File: src/rtl/axi_bridge_pkg.sv
// Shared definitions for the SRAM-like to AXI bridge: FSM encoding,
// fixed AXI burst/size constants and the write-strobe helper.
package axi_bridge_pkg;

  typedef enum logic [2:0] {
    IDLE  = 3'd0,
    RD_A  = 3'd1,
    RD_D  = 3'd2,
    WR_AW = 3'd3,
    WR_B  = 3'd4
  } state_t;

  localparam logic [1:0] BURST_INCR = 2'b01;
  localparam logic [7:0] LEN_SINGLE = 8'd0;
  localparam logic [1:0] SIZE_BYTE  = 2'd0;
  localparam logic [1:0] SIZE_HALF  = 2'd1;
  localparam logic [1:0] SIZE_WORD  = 2'd2;

  // Byte lanes touched by a transfer of the given size at the given offset.
  // Unaligned halves are not expected; addr[1] alone picks the lane pair.
  function automatic logic [3:0] calc_wstrb(input logic [1:0] size,
                                            input logic [1:0] offs);
    logic [3:0] strb;
    case (size)
      SIZE_BYTE: strb = 4'b0001 << offs;
      SIZE_HALF: strb = offs[1] ? 4'b1100 : 4'b0011;
      default:   strb = 4'b1111;
    endcase
    return strb;
  endfunction

endpackage

File: src/rtl/sramlike_axi_bridge.sv
// SRAM-like master port to single-beat AXI3 bridge, one transaction in flight.
// Optional build macro DBRIDGE_EARLY_WACK_EN: acknowledge writes as soon as
// AW and W complete, tracking the outstanding B response in a flag that
// blocks new requests until it arrives.
module sramlike_axi_bridge
  import axi_bridge_pkg::*;
#(
  parameter logic [3:0] AXI_ID = 4'd1
) (
  input  logic        clk,
  input  logic        resetn,
  // SRAM-like side
  input  logic        req,
  input  logic        wr,
  input  logic [1:0]  size,
  input  logic [31:0] addr,
  input  logic [31:0] wdata,
  output logic        addr_ok,
  output logic        data_ok,
  output logic [31:0] rdata,
  // AR channel
  output logic [3:0]  arid,
  output logic [31:0] araddr,
  output logic [7:0]  arlen,
  output logic [2:0]  arsize,
  output logic [1:0]  arburst,
  output logic [1:0]  arlock,
  output logic [3:0]  arcache,
  output logic [2:0]  arprot,
  output logic        arvalid,
  input  logic        arready,
  // R channel
  input  logic [3:0]  rid,
  input  logic [31:0] rdata_i,
  input  logic [1:0]  rresp,
  input  logic        rlast,
  input  logic        rvalid,
  output logic        rready,
  // AW channel
  output logic [3:0]  awid,
  output logic [31:0] awaddr,
  output logic [7:0]  awlen,
  output logic [2:0]  awsize,
  output logic [1:0]  awburst,
  output logic [1:0]  awlock,
  output logic [3:0]  awcache,
  output logic [2:0]  awprot,
  output logic        awvalid,
  input  logic        awready,
  // W channel
  output logic [3:0]  wid,
  output logic [31:0] wdata_o,
  output logic [3:0]  wstrb,
  output logic        wlast,
  output logic        wvalid,
  input  logic        wready,
  // B channel
  input  logic [3:0]  bid,
  input  logic [1:0]  bresp,
  input  logic        bvalid,
  output logic        bready
);

  state_t      state_q;
  logic [1:0]  size_q;
  logic [31:0] addr_q;
  logic [31:0] wdata_q;
  logic [31:0] rdata_q;
  logic        data_ok_q;
  logic        arvalid_q;
  logic        rready_q;
  logic        awvalid_q;
  logic        wvalid_q;
  logic        bready_q;
  logic        aw_done;
  logic        w_done;
  logic        can_accept;

  // Response IDs/status and rlast carry nothing this bridge acts on.
  logic unused_resp;
  assign unused_resp = &{1'b0, rid, rresp, rlast, bid, bresp};

`ifdef DBRIDGE_EARLY_WACK_EN
  logic b_pend_q;
  assign can_accept = (state_q == IDLE) && !data_ok_q && !b_pend_q;
`else
  assign can_accept = (state_q == IDLE) && !data_ok_q;
`endif

  // Address handshake back to the master; suppressed in a data_ok cycle.
  assign addr_ok = resetn && can_accept && req;

  // A channel counts as done once its valid has dropped or is handshaking now.
  always_comb begin
    aw_done = !awvalid_q || awready;
    w_done  = !wvalid_q  || wready;
  end

  assign data_ok = data_ok_q;
  assign rdata   = rdata_q;

  assign arid    = AXI_ID;
  assign araddr  = addr_q;
  assign arlen   = LEN_SINGLE;
  assign arsize  = {1'b0, size_q};
  assign arburst = BURST_INCR;
  assign arlock  = 2'b00;
  assign arcache = 4'b0000;
  assign arprot  = 3'b000;
  assign arvalid = arvalid_q;
  assign rready  = rready_q;

  assign awid    = AXI_ID;
  assign awaddr  = addr_q;
  assign awlen   = LEN_SINGLE;
  assign awsize  = {1'b0, size_q};
  assign awburst = BURST_INCR;
  assign awlock  = 2'b00;
  assign awcache = 4'b0000;
  assign awprot  = 3'b000;
  assign awvalid = awvalid_q;

  assign wid     = AXI_ID;
  assign wdata_o = wdata_q;
  assign wstrb   = calc_wstrb(size_q, addr_q[1:0]);
  assign wlast   = 1'b1;
  assign wvalid  = wvalid_q;
  assign bready  = bready_q;

  // Transaction FSM with registered handshake outputs.
  always_ff @(posedge clk) begin
    if (!resetn) begin
      state_q   <= IDLE;
      size_q    <= 2'd0;
      addr_q    <= 32'd0;
      wdata_q   <= 32'd0;
      rdata_q   <= 32'd0;
      data_ok_q <= 1'b0;
      arvalid_q <= 1'b0;
      rready_q  <= 1'b0;
      awvalid_q <= 1'b0;
      wvalid_q  <= 1'b0;
      bready_q  <= 1'b0;
`ifdef DBRIDGE_EARLY_WACK_EN
      b_pend_q  <= 1'b0;
`endif
    end else begin
      data_ok_q <= 1'b0;
      case (state_q)
        IDLE: begin
`ifdef DBRIDGE_EARLY_WACK_EN
          if (b_pend_q && bvalid) begin
            b_pend_q <= 1'b0;
            bready_q <= 1'b0;
          end
`endif
          if (addr_ok) begin
            size_q  <= size;
            addr_q  <= addr;
            wdata_q <= wdata;
            if (wr) begin
              awvalid_q <= 1'b1;
              wvalid_q  <= 1'b1;
              state_q   <= WR_AW;
            end else begin
              arvalid_q <= 1'b1;
              state_q   <= RD_A;
            end
          end
        end
        RD_A: begin
          if (arready) begin
            arvalid_q <= 1'b0;
            rready_q  <= 1'b1;
            state_q   <= RD_D;
          end
        end
        RD_D: begin
          if (rvalid) begin
            rdata_q   <= rdata_i;
            data_ok_q <= 1'b1;
            rready_q  <= 1'b0;
            state_q   <= IDLE;
          end
        end
        WR_AW: begin
          if (awvalid_q && awready) awvalid_q <= 1'b0;
          if (wvalid_q && wready)   wvalid_q  <= 1'b0;
          if (aw_done && w_done) begin
            bready_q <= 1'b1;
`ifdef DBRIDGE_EARLY_WACK_EN
            data_ok_q <= 1'b1;
            b_pend_q  <= 1'b1;
            state_q   <= IDLE;
`else
            state_q   <= WR_B;
`endif
          end
        end
        WR_B: begin
          if (bvalid) begin
            data_ok_q <= 1'b1;
            bready_q  <= 1'b0;
            state_q   <= IDLE;
          end
        end
        default: state_q <= IDLE;
      endcase
    end
  end

endmodule
File: config.mk
export PLATFORM = sky130hd
export DESIGN_NAME = sramlike_axi_bridge
export DESIGN_NICKNAME = d
export VERILOG_FILES = /design/src/rtl/axi_bridge_pkg.sv /design/src/rtl/sramlike_axi_bridge.sv
export SDC_FILE = /design/constraint.sdc
export NUM_CORES = 1
export LEC_CHECK = 0
export BUFFER_PORTS_ARGS = -buffer_cell sky130_fd_sc_hd__buf_2
export CORE_AREA = 5 5 120 122
export CTS_CLUSTER_DIAMETER = 150
export DETAILED_ROUTE_END_ITERATION = 7
export DIE_AREA = 0 0 125 127
export GPL_TIMING_DRIVEN = 0
export PLACE_DENSITY = 0.69
export SYNTH_ARGS = -nofsm -noshare
export SYNTH_HDL_FRONTEND = slang
export SYNTH_SLANG_ARGS = --single-unit
File: constraint.sdc
create_clock -name clk -period 2.5 [get_ports clk]
set_input_delay 0.375 -clock clk [delete_from_list [all_inputs] [get_ports clk]]
set_output_delay 0.375 -clock clk [all_outputs]
set_load 0.01 [all_outputs]
==> impl_metrics.tcl, run 1 <==
set metrics [dict create \
    status "finished clean" \
    wl_met2_mm 6.99 \
    drc 0 \
    grt_pass1_vias 4138 \
    clock-sinks 107 \
    postRouteAntennaNets 0 \
    die_x_um 125 \
    rsz0062_at_grt "false" \
    cp-end-kind "output pin" \
    routed_via_density 4.16 \
    grtUsageTotal 0.170 \
    post_cts_buffers 0 \
    cts_root_buffer "clkbuf_16" \
    synth_cell_types 28 \
    p_leak_uw 0.00336 \
    syn_area_per_cell_um2 7.87 \
    io_buffers 249 \
    ys.warnings.count 0 \
    num_rows 42 \
    muxShareOfSynthArea 0 \
    vias 4454 \
    fin_worst_skew_ns 0.00679 \
    synth-simple-area-share 0.199 \
    max_freq_mhz 440 \
    core_region_area_um2 13100 \
    top_level_ports 316 \
    relSlewSlack 0.591 \
    initial_core_util 0.347 \
    wl_mm 14.2 \
    layout_min_cycle_time_ns 2.27 \
    p_sw_uw 1340 \
    synthTopCellsByArea "dfxtp_1 (47%), nand2_1 (16%), buf_4 (15%)" \
    antenna_found_initial 1 \
    synthAdderAreaFrac 0 \
    grt_max_degree 16 \
    combPwrFrac 0.254 \
    worst-setup-path-type "reg -> out" \
    layout-drive-gt1-share 0.421 \
    gp_congestion 0.821 \
    synth_top_family_by_area "simple AND/OR/NAND/NOR gates" \
    instances_no_fill 1071 \
    wire_per_inst_um 13.3 \
    die_y_um 127 \
    routed.top_layer "met4" \
    clockPowerShare 0.312 \
    hold_buffers 0 \
    mostFrequentLayoutCell "buf_2" \
    report.final.slew_viol_count 0 \
    post-dp-hpwl_mm 11.4 \
    fin_nets 1009 \
    tightest_slew_ns 0.608 \
    setup_violations 0 \
    numCtsBuffers 9 \
    cp.required_ns 2.12 \
    insertion_delay_ns 0.34 \
    grt_overflow 0 \
    syn_inst 578 \
    cp_max_fo 10 \
    drt_iter0_markers 217 \
    power_density_nw_per_um2 695 \
    grt_pass1_wl_mm 21.9 \
    dp_cells 1054 \
    final_cell_mix "buf_2 (258), nand2_1 (191), dfxtp_1 (107)" \
    cts_resized 0 \
    hp-class "in -> reg" \
    clk_path_buf_depth 2 \
    cp-start-kind "register" \
    ys_seq_elements 107 \
    dieArea_um2 15900 \
    hold_violations 0 \
    finalCritPeriodShare 0.909 \
    met1_length_mm 5.64 \
    synth-compound-area-share 0.141 \
    htree_levels 3 \
    yosysTopAreaCell "dfxtp_1" \
    clkSlewWorstSetupHoldPaths_ns 0.07 \
    area_delta_synth_final_pct 42.9 \
    fillCellCount 1352 \
    max-vdd-ir-drop_mv 0.377 \
    pwr-share-seq 0.434 \
    finalSetupTns_ns 0 \
    synth_top_area_frac 0.471 \
    switching_share 0.298 \
    syn_area_um2 4550 \
    routed-wl-met3_mm 1.24 \
    first_pass_iters 7 \
    synth_xor_area_frac 0 \
    critPathArrivalTime_ns 1.90 \
    p_int_uw 3170 \
    seq_area_frac_synth 0.471 \
    fin_util 0.496 \
    cts_tree "yes" \
    maxCapViolations 0 \
]
## cell type report
class	count	area (um^2)	area share
clock inverter	2	35.0	0.00539
multi-input combinational	395	1740	0.268
tap	176	220	0.0339
antenna	1	2.50	0.000385
clock buffer	14	254	0.0391
buffer	122	833	0.128
sequential	107	2140	0.330
timing repair buffer	249	1250	0.192
inverter	5	18.8	0.00289
## cells in the mapped netlist
cell and instances:
o32ai_1 1, o311a_1 1, a21oi_1 102, nor2_1 9, clkbuf_1 20, nand2b_1 3
o211ai_1 1, nand2_2 10, o22ai_1 1, o21bai_1 4, a31oi_1 3, buf_4 89
nor4_2 1, dfxtp_1 107, clkinv_1 1, conb_1 2, a311oi_1 2, inv_1 4
o211a_1 1, nor2b_1 2, o21a_1 3, nor3_1 3, buf_2 9, nor3_2 1
or4_4 1, nand3_1 2, nand2_1 191, buf_6 4
## final timing paths
path / startpoint / end / slack [ns] / cells past startpoint
max: state_q[2] / addr_ok / 0.23 / 6
max reg2reg: state_q[2] / araddr[23] / 0.65 / 6
min reg2reg: rdata[16] / rdata[16] / 0.45 / 2
min: wready / wvalid / 0.24 / 2
## sequential cells by signal, summed over array words and instances, names as in the netlist
signal   flops
arvalid      1
wvalid       1
state_q      3
rdata       32
data_ok      1
wdata_o     32
araddr      32
awvalid      1
bready       1
rready       1
size_q       2
## cell families after synthesis
kind of cell | Yosys count
AO/OA/AOI/OAI | 119
buffers and inverters | 127
flip-flops | 107
other | 2
AND/OR/NAND/NOR | 223
## per-stage QoR
step           total power [uW]  worst slack, ns  hold slack (ns)  instance area (um^2)
5_1_grt                    4780            0.138            0.246                  6500
2_1_floorplan              2700            0.732            0.481                  4740
6_report                   4520            0.228            0.244                  6500
4_1_cts                    4580            0.183            0.229                  6490
3_5_place_dp               3160            0.525            0.444                  6200
3_3_place_gp               3150            0.528            0.439                  6200
## power groups by stage
stage	combinational [uW]	clock, uW	sequential (uW)
floorplan	644	0	2060
global placement	1150	0	1990
detailed placement	1160	0	2000
CTS	1160	1450	1960
global route	1280	1520	1980
finish	1150	1410	1960
## metal layers
layer / vias up / track usage
met4: 0 / 0.0638
met1: 1909 / 0.198
met5: - / 0
met2: 181 / 0.290
met3: 20 / 0.0584
li1: 2344 / -
## worst max-delay path, cell delays in order, from the launching register on
cell	delay, ns
dfxtp_1	0.31
buf_6	0.13
or4_4	0.53
buf_6	0.15
buf_2	0.19
nor2_1	0.10
buf_2	0.15
Power figures use the tool's default switching activity.
==> run 2, diff against run 1 <==
--- a/config.mk
+++ b/config.mk
@@ -6,7 +6,9 @@
 export NUM_CORES = 1
 export LEC_CHECK = 0
 export BUFFER_PORTS_ARGS = -buffer_cell sky130_fd_sc_hd__buf_2
+export CAP_MARGIN = 20
 export CORE_AREA = 5 5 120 122
+export CTS_BUF_LIST = sky130_fd_sc_hd__clkbuf_16
 export CTS_CLUSTER_DIAMETER = 150
 export DETAILED_ROUTE_END_ITERATION = 7
 export DIE_AREA = 0 0 125 127
==> run 2 against run 1 <==
  * Clock power decreased by 3%
  * Maximum frequency about the same
  * Sequential power is essentially flat
  * Clock skew grew 0.00078 ns
  * Register-to-register slack is essentially flat
  * Die area unchanged
  * Global-route usage barely moved
  * Via count barely moved
  * Combinational power hardly changed
  * Sequential share of layout area grew 0.051 points
  * First-iteration DRC count is 0.46% higher
  * Critical path type unchanged
  * Critical endpoint unchanged
  * Largest cell class unchanged
==> impl_metrics.tcl, run 2 (same netlist as run 1, synthesis figures left out) <==
set metrics [dict create \
    numCtsBuffers 9 \
    layout-drive-gt1-share 0.419 \
    hold_violations 0 \
    grt_overflow 0 \
    clock-sinks 107 \
    reg2reg_slack_ns 0.66 \
    max_freq_mhz 440 \
    clk_path_buf_depth 2 \
    rsz0062_at_grt "false" \
    grtUsageTotal 0.170 \
    grt_pass1_wl_mm 21.9 \
    grt_pass1_vias 4148 \
    cp-start-kind "register" \
    crit_end "addr_ok" \
    postRouteAntennaNets 0 \
    fin_worst_skew_ns 0.00758 \
    gp_congestion 0.821 \
    report.final.slew_viol_count 0 \
    instances_no_fill 1071 \
    post_cts_buffers 0 \
    mostFrequentLayoutCell "buf_2" \
    cp_max_fo 10 \
    cts_root_buffer "clkbuf_16" \
    maxCapViolations 0 \
    post-dp-hpwl_mm 11.4 \
    layout_min_cycle_time_ns 2.27 \
    core_region_area_um2 13100 \
    worstReg2RegStart "state_q[2]" \
    drc 0 \
    fin_nets 1009 \
    first_pass_iters 4 \
    cp.required_ns 2.12 \
    dieArea_um2 15900 \
    die_x_um 125 \
    routed_via_density 4.16 \
    holdPathStages 2 \
    power_density_nw_per_um2 690 \
    crit_start "state_q[2]" \
    drt_iter0_markers 218 \
    relSlewSlack 0.594 \
    ff_latch_area_um2 2140 \
    finalSetupTns_ns 0 \
    cts_resized 0 \
    worst-setup-path-type "reg -> out" \
    die_y_um 127 \
    wire_per_inst_um 13.3 \
    p_leak_uw 0.00337 \
    status "finished clean" \
    max-vdd-ir-drop_mv 0.380 \
    clkSlewWorstSetupHoldPaths_ns 0.07 \
    cp-end-kind "output pin" \
    tightest_slew_ns 0.604 \
    insertion_delay_ns 0.34 \
    fillCellCount 1353 \
    io_buffers 249 \
    vias 4456 \
    whs_ns 0.244 \
    wl_mm 14.2 \
    final_cell_mix "buf_2 (258), nand2_1 (191), dfxtp_1 (107)" \
    finish.instance_area_um2 6490 \
    hold_buffers 0 \
    r2r_cells 6 \
    cts_tree "yes" \
    antenna_found_initial 1 \
    num_rows 42 \
    top_level_ports 316 \
    r2r_end "araddr[23]" \
    initial_core_util 0.347 \
    htree_levels 3 \
    critPathArrivalTime_ns 1.90 \
    multi_input_area_um2 1740 \
    dpl-instance-area_um2 6200 \
    finalCritPeriodShare 0.909 \
    hp-class "in -> reg" \
    grt_max_degree 16 \
    area_delta_synth_final_pct 42.7 \
    setup_violations 0 \
    dp_cells 1054 \
]
## run 2: changes by cell type in the layout (fill, tap and decap cells not counted), sizes merged
cell and delta:
clkinv +1, clkbuf -5, inv +4
## run 2: report_power, final
part	leakage, uW	internal, uW	switching, uW
clock	0.000152	758	608
sequential	0.000874	1860	99.8
combinational	0.00235	506	642
## run 2: metrics by stage
stage	setup slack (ns)	utilization	total power, uW
floorplan	0.732	-	2700
global placement	0.528	0.474	3150
detailed placement	0.525	0.474	3160
CTS	0.183	0.496	4530
global route	0.138	0.496	4730
finish	0.228	0.496	4470
## run 2: worst max-delay path: stages, from the launching register on
cell and delay, ns:
dfxtp_1 0.31, buf_6 0.13, or4_4 0.53, buf_6 0.15, buf_2 0.19, nor2_1 0.10, buf_2 0.15
## run 2: worst min-delay path by stage
stage                     start           to  slack, ns
global route           addr[25]   araddr[25]       0.25
floorplan              rdata[0]     rdata[0]       0.48
finish                   wready       wvalid       0.24
CTS                      wready       wvalid       0.23
global placement    wdata_o[14]  wdata_o[14]       0.44
detailed placement  wdata_o[12]  wdata_o[12]       0.44
## run 2: routing by layer
layer  up-vias  wire length (um)  track usage
met4         0               316       0.0638
li1       2342                 -            -
met3        20              1250       0.0584
met1      1913              5680        0.197
met2       181              7000        0.291
met5         -                 0            0
## run 2: layout make-up
cell class                      instances  share of cell area
Sequential cell                       107               0.330
Inverter                                5             0.00289
Tap cell                              176              0.0340
Clock buffer                            9              0.0347
Buffer                                122               0.128
Timing Repair Buffer                  249               0.192
Multi-Input combinational cell        395               0.269
Clock inverter                          7             0.00829
Antenna cell                            1            0.000386
